File: src/rtl/uart_rx_ovs.sv
// Oversampling UART receiver with a one-entry valid/ready output register.
// Define UART_RX_MAJORITY_EN to take each bit decision as a 3-sample majority vote.
module uart_rx_ovs #(
  parameter int DATA_BITS   = 8,
  parameter int OVS_FACTOR  = 16,
  parameter int SYNC_STAGES = 2
) (
  input  logic                 clk,
  input  logic                 reset,
  input  logic                 tick_ovs,
  input  logic                 rx_pin,
  input  logic [1:0]           parity_mode,
  input  logic                 two_stop,
  output logic [DATA_BITS-1:0] rx_data,
  output logic                 rx_valid,
  input  logic                 rx_ready,
  output logic                 parity_err,
  output logic                 frame_err,
  output logic                 overrun_err,
  output logic                 rx_busy
);

  localparam int CNT_W = $clog2(OVS_FACTOR);
  localparam int IDX_W = $clog2(DATA_BITS);
  localparam logic [CNT_W-1:0] C_START  = CNT_W'(OVS_FACTOR / 2 - 1);
  localparam logic [CNT_W-1:0] C_BIT    = CNT_W'(OVS_FACTOR - 1);
  localparam logic [IDX_W-1:0] LAST_IDX = IDX_W'(DATA_BITS - 1);

  localparam logic [2:0] ST_IDLE   = 3'd0;
  localparam logic [2:0] ST_START  = 3'd1;
  localparam logic [2:0] ST_DATA   = 3'd2;
  localparam logic [2:0] ST_PARITY = 3'd3;
  localparam logic [2:0] ST_STOP1  = 3'd4;
  localparam logic [2:0] ST_STOP2  = 3'd5;

  logic [SYNC_STAGES-1:0] sync_q;
  logic                   rxs;
  logic                   bit_dec;

  logic [2:0]           state_q, state_d;
  logic [CNT_W-1:0]     ovs_cnt_q, ovs_cnt_d;
  logic [IDX_W-1:0]     idx_q, idx_d;
  logic [DATA_BITS-1:0] shift_q, shift_d;
  logic [1:0]           pmode_q, pmode_d;
  logic                 two_stop_q, two_stop_d;
  logic                 perr_q, perr_d;
  logic                 ferr_q, ferr_d;
  logic [DATA_BITS-1:0] rx_data_q, rx_data_d;
  logic                 rx_valid_q, rx_valid_d;
  logic                 parity_err_q, parity_err_d;
  logic                 frame_err_q, frame_err_d;
  logic                 overrun_q, overrun_d;

  logic                 decide;
  logic                 complete;
  logic                 load;

  always_ff @(posedge clk or posedge reset) begin
    if (reset) begin
      sync_q <= '1;
    end else begin
      sync_q <= {sync_q[SYNC_STAGES-2:0], rx_pin};
    end
  end

  assign rxs = sync_q[SYNC_STAGES-1];

`ifdef UART_RX_MAJORITY_EN
  // The two most recent tick samples; at the decision tick they hold counts c-2 and c-1.
  logic [1:0] smp_q, smp_d;

  always_comb begin
    smp_d = smp_q;
    if (tick_ovs) begin
      smp_d = {smp_q[0], rxs};
    end
  end

  always_ff @(posedge clk or posedge reset) begin
    if (reset) begin
      smp_q <= 2'b11;
    end else begin
      smp_q <= smp_d;
    end
  end

  assign bit_dec = (smp_q[1] & smp_q[0]) | (smp_q[1] & rxs) | (smp_q[0] & rxs);
`else
  assign bit_dec = rxs;
`endif

  assign decide = tick_ovs && (state_q != ST_IDLE) &&
                  (ovs_cnt_q == ((state_q == ST_START) ? C_START : C_BIT));

  always_comb begin
    state_d    = state_q;
    ovs_cnt_d  = tick_ovs ? ovs_cnt_q + CNT_W'(1) : ovs_cnt_q;
    idx_d      = idx_q;
    shift_d    = shift_q;
    pmode_d    = pmode_q;
    two_stop_d = two_stop_q;
    perr_d     = perr_q;
    ferr_d     = ferr_q;
    complete   = 1'b0;

    case (state_q)
      ST_IDLE: begin
        if (!rxs) begin
          state_d    = ST_START;
          pmode_d    = parity_mode;
          two_stop_d = two_stop;
          perr_d     = 1'b0;
          ferr_d     = 1'b0;
        end
      end
      ST_START: begin
        if (decide) begin
          if (bit_dec) begin
            state_d = ST_IDLE;
          end else begin
            state_d = ST_DATA;
            idx_d   = '0;
          end
        end
      end
      ST_DATA: begin
        if (decide) begin
          shift_d = {bit_dec, shift_q[DATA_BITS-1:1]};
          if (idx_q == LAST_IDX) begin
            state_d = (pmode_q[0] ^ pmode_q[1]) ? ST_PARITY : ST_STOP1;
          end else begin
            idx_d = idx_q + IDX_W'(1);
          end
        end
      end
      ST_PARITY: begin
        // Odd mode (10) expects the inverse of the data XOR.
        if (decide) begin
          if (bit_dec != ((^shift_q) ^ pmode_q[1])) begin
            perr_d = 1'b1;
          end
          state_d = ST_STOP1;
        end
      end
      ST_STOP1: begin
        if (decide) begin
          if (!bit_dec) begin
            ferr_d = 1'b1;
          end
          if (two_stop_q) begin
            state_d = ST_STOP2;
          end else begin
            state_d  = ST_IDLE;
            complete = 1'b1;
          end
        end
      end
      ST_STOP2: begin
        if (decide) begin
          if (!bit_dec) begin
            ferr_d = 1'b1;
          end
          state_d  = ST_IDLE;
          complete = 1'b1;
        end
      end
      default: begin
        state_d = ST_IDLE;
      end
    endcase

    if (state_d != state_q) begin
      ovs_cnt_d = '0;
    end
  end

  // A completing frame may replace a word that is being handed over in the same cycle.
  assign load = complete && (!rx_valid_q || rx_ready);

  always_comb begin
    rx_data_d    = rx_data_q;
    parity_err_d = parity_err_q;
    frame_err_d  = frame_err_q;
    rx_valid_d   = rx_valid_q;
    overrun_d    = complete && !load;
    if (load) begin
      rx_data_d    = shift_q;
      parity_err_d = perr_q;
      frame_err_d  = ferr_d;
      rx_valid_d   = 1'b1;
    end else if (rx_valid_q && rx_ready) begin
      rx_valid_d = 1'b0;
    end
  end

  always_ff @(posedge clk or posedge reset) begin
    if (reset) begin
      state_q      <= ST_IDLE;
      ovs_cnt_q    <= '0;
      idx_q        <= '0;
      shift_q      <= '0;
      pmode_q      <= 2'b00;
      two_stop_q   <= 1'b0;
      perr_q       <= 1'b0;
      ferr_q       <= 1'b0;
      rx_data_q    <= '0;
      rx_valid_q   <= 1'b0;
      parity_err_q <= 1'b0;
      frame_err_q  <= 1'b0;
      overrun_q    <= 1'b0;
    end else begin
      state_q      <= state_d;
      ovs_cnt_q    <= ovs_cnt_d;
      idx_q        <= idx_d;
      shift_q      <= shift_d;
      pmode_q      <= pmode_d;
      two_stop_q   <= two_stop_d;
      perr_q       <= perr_d;
      ferr_q       <= ferr_d;
      rx_data_q    <= rx_data_d;
      rx_valid_q   <= rx_valid_d;
      parity_err_q <= parity_err_d;
      frame_err_q  <= frame_err_d;
      overrun_q    <= overrun_d;
    end
  end

  assign rx_data     = rx_data_q;
  assign rx_valid    = rx_valid_q;
  assign parity_err  = parity_err_q;
  assign frame_err   = frame_err_q;
  assign overrun_err = overrun_q;
  assign rx_busy     = (state_q != ST_IDLE);

endmodule

File: config.mk
export PLATFORM = sky130hd
export DESIGN_NAME = uart_rx_ovs
export DESIGN_NICKNAME = d
export VERILOG_FILES = /design/src/rtl/uart_rx_ovs.sv
export SDC_FILE = /design/constraint.sdc
export NUM_CORES = 1
export LEC_CHECK = 0
export ABC_CLOCK_PERIOD_IN_PS = 1610
export CORE_UTILIZATION = 49
export DETAILED_ROUTE_END_ITERATION = 10
export PLACE_DENSITY = 0.74
export SKIP_LAST_GASP = 1
export SLEW_MARGIN = 10
export SYNTH_ARGS = -nofsm -noshare
export SYNTH_HDL_FRONTEND = slang
export SYNTH_SLANG_ARGS = --single-unit
File: constraint.sdc
create_clock -name clk -period 1.61 [get_ports clk]
set_input_delay 0.322 -clock clk [delete_from_list [all_inputs] [get_ports clk]]
set_output_delay 0.322 -clock clk [all_outputs]
set_load 0.05 [all_outputs]
# After elaboration in Yosys (flattened, before gate mapping)
# Index checks and enable logic that the tools add are counted.
[classes] add_sub_neg=2 multipliers=0 n_div=0 n_lt_le_gt_ge=0 eq_ne=16 shift=0 n_mux=33 bitwise=3 n_reduce_logical=20
[ops] cell="2-to-1 mux 3 bit" count=13
[ops] cell="one-hot mux 3 bit (6 select lines)" count=1
[ops] cell="inequality test 2 bit, second input constant" count=7
[ops] cell="2-to-1 mux 4 bit" count=3
[ops] cell="2-to-1 mux 1 bit" count=11
[ops] cell="equality test 3 bit, second input constant" count=3
[ops] cell="nonzero test 2 bit" count=4
[ops] cell="parity 8 bit" count=1
[ops] cell="equality test 3 x 2 -> 1 bit, second input constant" count=2
[ops] cell="one-hot mux 1 bit (2 select lines)" count=3
[ops] cell="one-hot mux 3 bit (2 select lines)" count=1
[ops] cell="logical AND 1 bit" count=5
[ops] cell="AND reduction 5 bit" count=1
[ops] cell="adder 4 x 1 -> 4 bit, second input constant" count=1
[ops] cell="equality test 4 bit" count=1
[ops] cell="AND reduction 2 bit" count=2
[ops] cell="AND reduction 4 bit" count=1
[ops] cell="adder 3 x 1 -> 3 bit, second input constant" count=1
[ops] cell="equality test 3 x 1 -> 1 bit, second input constant" count=1
[ops] cell="zero test 3 bit" count=1
[ops] cell="inequality test 3 bit" count=1
[ops] cell="nonzero test 3 bit" count=1
[ops] cell="zero test 1 bit" count=2
[ops] cell="2-to-1 mux 2 bit" count=1
[ops] cell="other kinds (5)" count=6
[totals] register_bits=37 latch_bits=0 ramBits=0 rom_bits=0 input_bits=8 output_inout_bits=13 wordCells=88 mem_count=0

# Logic depth before layout (Yosys ltp)
[logic_depth] word_depth=9 mapped_depth=7 mapped_depth_nobuf=7

# Worst setup path after synthesis
# OpenSTA, ideal clock, no wires.
[synth_timing] path_type="register to register" from="register ovs_cnt_q[0]" to="register frame_err_q (netlist: frame_err)" arrival_time_ns=1.611 required_time_ns=1.485 slack_ns=-0.125 path_stages_with_launch=8 period_less_slack_ns=1.735 path_cell_list="dfrtp_1 ha_1 nand4_4 a21oi_2 nand3_2 nor2b_2 buf_6 mux2_2"
[synth_via] elab_chain_len=5
[synth_rtl] element="start: declaration" line="41" source="logic [CNT_W-1:0] ovs_cnt_q, ovs_cnt_d;"
[synth_rtl] element="start signal: assignment" line="213" source="ovs_cnt_q <= ovs_cnt_d;"
[synth_rtl] element="equality test 4 bit *" line="93" source="(ovs_cnt_q == ((state_q == ST_START) ? C_START : C_BIT));"
[synth_rtl] element="logical AND 1 bit *" line="92" source="assign decide = tick_ovs && (state_q != ST_IDLE) &&"
[synth_rtl] element="2-to-1 mux 1 bit (on tied branches)" line="159, 146"
[synth_rtl] element="one-hot mux 1 bit (2 select lines)" line="106" source="case (state_q)"
[synth_rtl] element="logical AND 1 bit" line="178" source="assign load = complete && (!rx_valid_q || rx_ready);"
[synth_rtl] element="end signal: assignment" line="223" source="frame_err_q <= frame_err_d;"
[synth_rtl] element="end: declaration" line="51" source="logic frame_err_q, frame_err_d;"
# Mark *: on every way between the ends. The rest lies on a longest branch, timed or not.
# A chain may end at the register's enable or synchronous reset.

# Worst setup path in the final report
[layout_timing] from="register ovs_cnt_q[0]" to="register shift_q[3]"
[layout_via] elab_chain_len=3
[layout_rtl] element="equality test 4 bit" line="93"
[layout_rtl] element="logical AND 1 bit" line="92"
[layout_rtl] element="AND reduction 2 bit (no line)"
[layout_rtl] element="end signal: assignment" line="215" source="shift_q <= shift_d;"
[layout_rtl] element="end: declaration" line="43" source="logic [DATA_BITS-1:0] shift_q, shift_d;"
# No other way between the ends.

==> qor.yml <==
floorplanning:
  die_w_um: 61.3
  num_rows: 21
  ios: 21
  start_util_pct: 51.2
  dieHeight_um: 61.3
  coreArea_mm2: 0.00336
  dieArea_mm2: 0.00376
final_layout:
  layout-drive-gt1-share_pct: 48.4
  area_delta_synth_final_pct: 37.5
  final_common_cell: "buf_4"
  final_cells: 236
  final_cell_mix: "buf_4, dfrtp_1, mux2_2, nand2_1, xnor2_1"
  diodes: 0
  fin_nets: 201
  fin_area_mm2: 0.00237
critical_path:
  crit_family: "buffers and inverters"
  cp_num_buf_inv: 3
  worstPathMaxFanout: 9
  crit_path_start: "ovs_cnt_q[0]$_DFFE_PP0P_"
  critical_path_class: "reg2reg"
  worstPathRequired_ns: 1.85
  slowest_stage: "dfrtp_1"
  slowest_delay_ns: 0.41
  crit_chain: "ha_4 > nand4_4 > buf_6 > buf_12 > nor3_4 > buf_12 > mux2_2"
  cp.arrival_ns: 1.96
  cpMostUsedCell: "buf_12"
  r2r-start: "ovs_cnt_q[0]$_DFFE_PP0P_"
  end_kind: "register"
  crit_path_start_kind: "register"
clocking:
  ctsHoldBuffers: 0
  cts_made_buffers: 5
  insertion_delay_ns: 0.35
  cts.sinks: 37
  path_clk_slew_ns: 0.11
  ctsHtreeMaxLevel: 2
  cts_root_buf: "clkbuf_4"
  cts_tree: "built"
  cts_buffer_depth: 2
global_routing:
  grt_pass1_wl_um: 5690
  grt_pass1_vias: 1267
  antenna_found_initial: 0
  grt_max_degree: 38
  track_usage_pct: 21.8
  grt-ovfl-total: 0
route:
  drc_errors: 0
  first_iter_violations: 28
  wl_per_cell_um: 14.6
  viasPerCell: 5.29
  detail-route-antenna-nets: 0
  drtPass1Iterations: 4
  routed_wl_um: 3450
  num_vias: 1248
sta:
  hold_slack_ns: 0.312
  finalCritPeriodShare_pct: 107
  finalWorstPathRequiredPeriod_ns: 1.72
  slew_headroom_pct: 77.0
  setup_tns_ns: -1.95
  worst_pin_slew_ns: 0.341
  hold_viol_final: 0
  fin_skew_ns: 0.00922
  setup_viol: 22
  drv_slew: 0
  rsz0062_at_grt: "true"
  setup_ws_ns: -0.113
  max_freq_mhz: 580
placed_design:
  place_hpwl_um: 2280
  place_congestion: 0.840
  dpl_cell_area_mm2: 0.00216
  dp.cells: 223
  port_buffers: 20
synthesis:
  synth_nets: 149
  syn_inst: 138
  ys_types: 38
  yosys.area.top_type: "dfrtp_1"
  ys_seq_area_share_pct: 53.9
  yosysWarnings: 0
  syn_area_per_cell_um2: 12.5
  synth_top_area_share_pct: 50.8
  netlist_area_mm2: 0.00172
  ys_ff_latch: 37
  ys_top_cells_by_area: "dfrtp_1, mux2_2, xnor2_1, dfstp_2, nand2_1"
run_status:
  violations: "setup timing"
  status: "complete, but fails checks"
pwr:
  powerDensity_mw_per_mm2: 1130
  peakVddDrop_mv: 0.965
  total_leakage_power_nw: 1.11
  power_mw: 2.68
hold_path:
  hold_class: "in2async"
job:
  maxCapViolCount: 0
[stage by stage]
step           util, %  setup WS [ns]
2_1_floorplan        -        -0.0588
3_3_place_gp      64.1         -0.398
3_5_place_dp      64.1         -0.440
4_1_cts           68.5         -0.120
5_1_grt           70.4         -0.163
6_report          70.4         -0.113
[cell usage after synthesis]
library cell and n:
and3_2 1, o31ai_1 1, inv_1 5, nand3_2 1, o31a_1 1, nor2_1 4, nand3_1 2, nor4b_1 1
buf_4 2, nor4_2 1, and3_1 1, nor3_1 4, a21oi_2 1, nor2b_2 1, o22a_2 1, xnor2_1 10
nor3_4 1, clkbuf_1 1, a21oi_1 1, nand4_4 1, mux2i_1 3, mux2_2 21, nor2_2 1, nand4_1 1
buf_2 1, o22ai_1 2, nand2b_1 2, nor4_1 2, nand2_1 12, a221o_1 1, o311ai_0 1, o211ai_1 1
o21ai_0 5, dfrtp_1 35, ha_1 3, xor2_1 3, buf_6 1, dfstp_2 2
[worst min-delay path, delay by kind of cell]
family	cells	cell delay, ns
buffers and inverters	3	0.72
[repair_timing]
action,CTS,global route
pin swaps,7,6
setup endpoints to repair,26,29
buffers inserted,6,1
resized for setup,8,8
[report_power, final]
group	internal (mW)	switching [mW]
logic	0.465	0.468
registers	1.08	0.154
clock network	0.204	0.308
total	1.75	0.930
[registers in the layout (all words and copies together) (netlist names), 2 cells and up]
register,cells
idx_q,3
state_q,3
sync_q,2
pmode_q,2
shift_q,8
rx_data,8
ovs_cnt_q,4
[cells by family (layout without fill, tap and decap cells)]
logic type / Yosys count / in the layout / share of synthesized area, %
XOR/XNOR: 13 / 13 / 6.61
multiplexers: 24 / 24 / 15.5
flip-flops: 37 / 37 / 53.9
adder cells (fa/ha/maj): 3 / 3 / 2.18
buffers and inverters: 10 / 62 / 3.12
AO/OA/AOI/OAI: 15 / 15 / 6.03
AND/OR/NAND/NOR: 36 / 36 / 12.7
[metal layers]
metal	track usage [%]	vias to the layer above	wire length, um
li1	-	590	-
met1	27.7	623	1550
met2	35.2	28	1700
met3	6.30	7	138
met4	8.77	0	69
met5	0	-	0
[final timing paths]
check | endpoint | slack [ns] | cells past startpoint
setup reg to reg | shift_q[3]$_DFFE_PP0P_ | -0.11 | 7
min in group clk | sync_q[1]$_DFF_PP1_ | 0.36 | 0
max in group asynchronous | sync_q[0]$_DFF_PP1_ | 1.05 | 3
hold / removal | idx_q[1]$_DFFE_PP0P_ | 0.31 | 3
setup / recovery | shift_q[3]$_DFFE_PP0P_ | -0.11 | 7
hold reg to reg | sync_q[1]$_DFF_PP1_ | 0.36 | 0
[area by class of cell]
cell class | instances | area, um^2
timing repair buffer | 50 | 475
tap | 46 | 57.6
clock buffer | 6 | 51.3
clock inverter | 1 | 7.51
multi-input combinational | 91 | 827
sequential | 37 | 931
fill | 241 | 995
inverter | 5 | 18.8
Power figures use the tool's default switching activity.
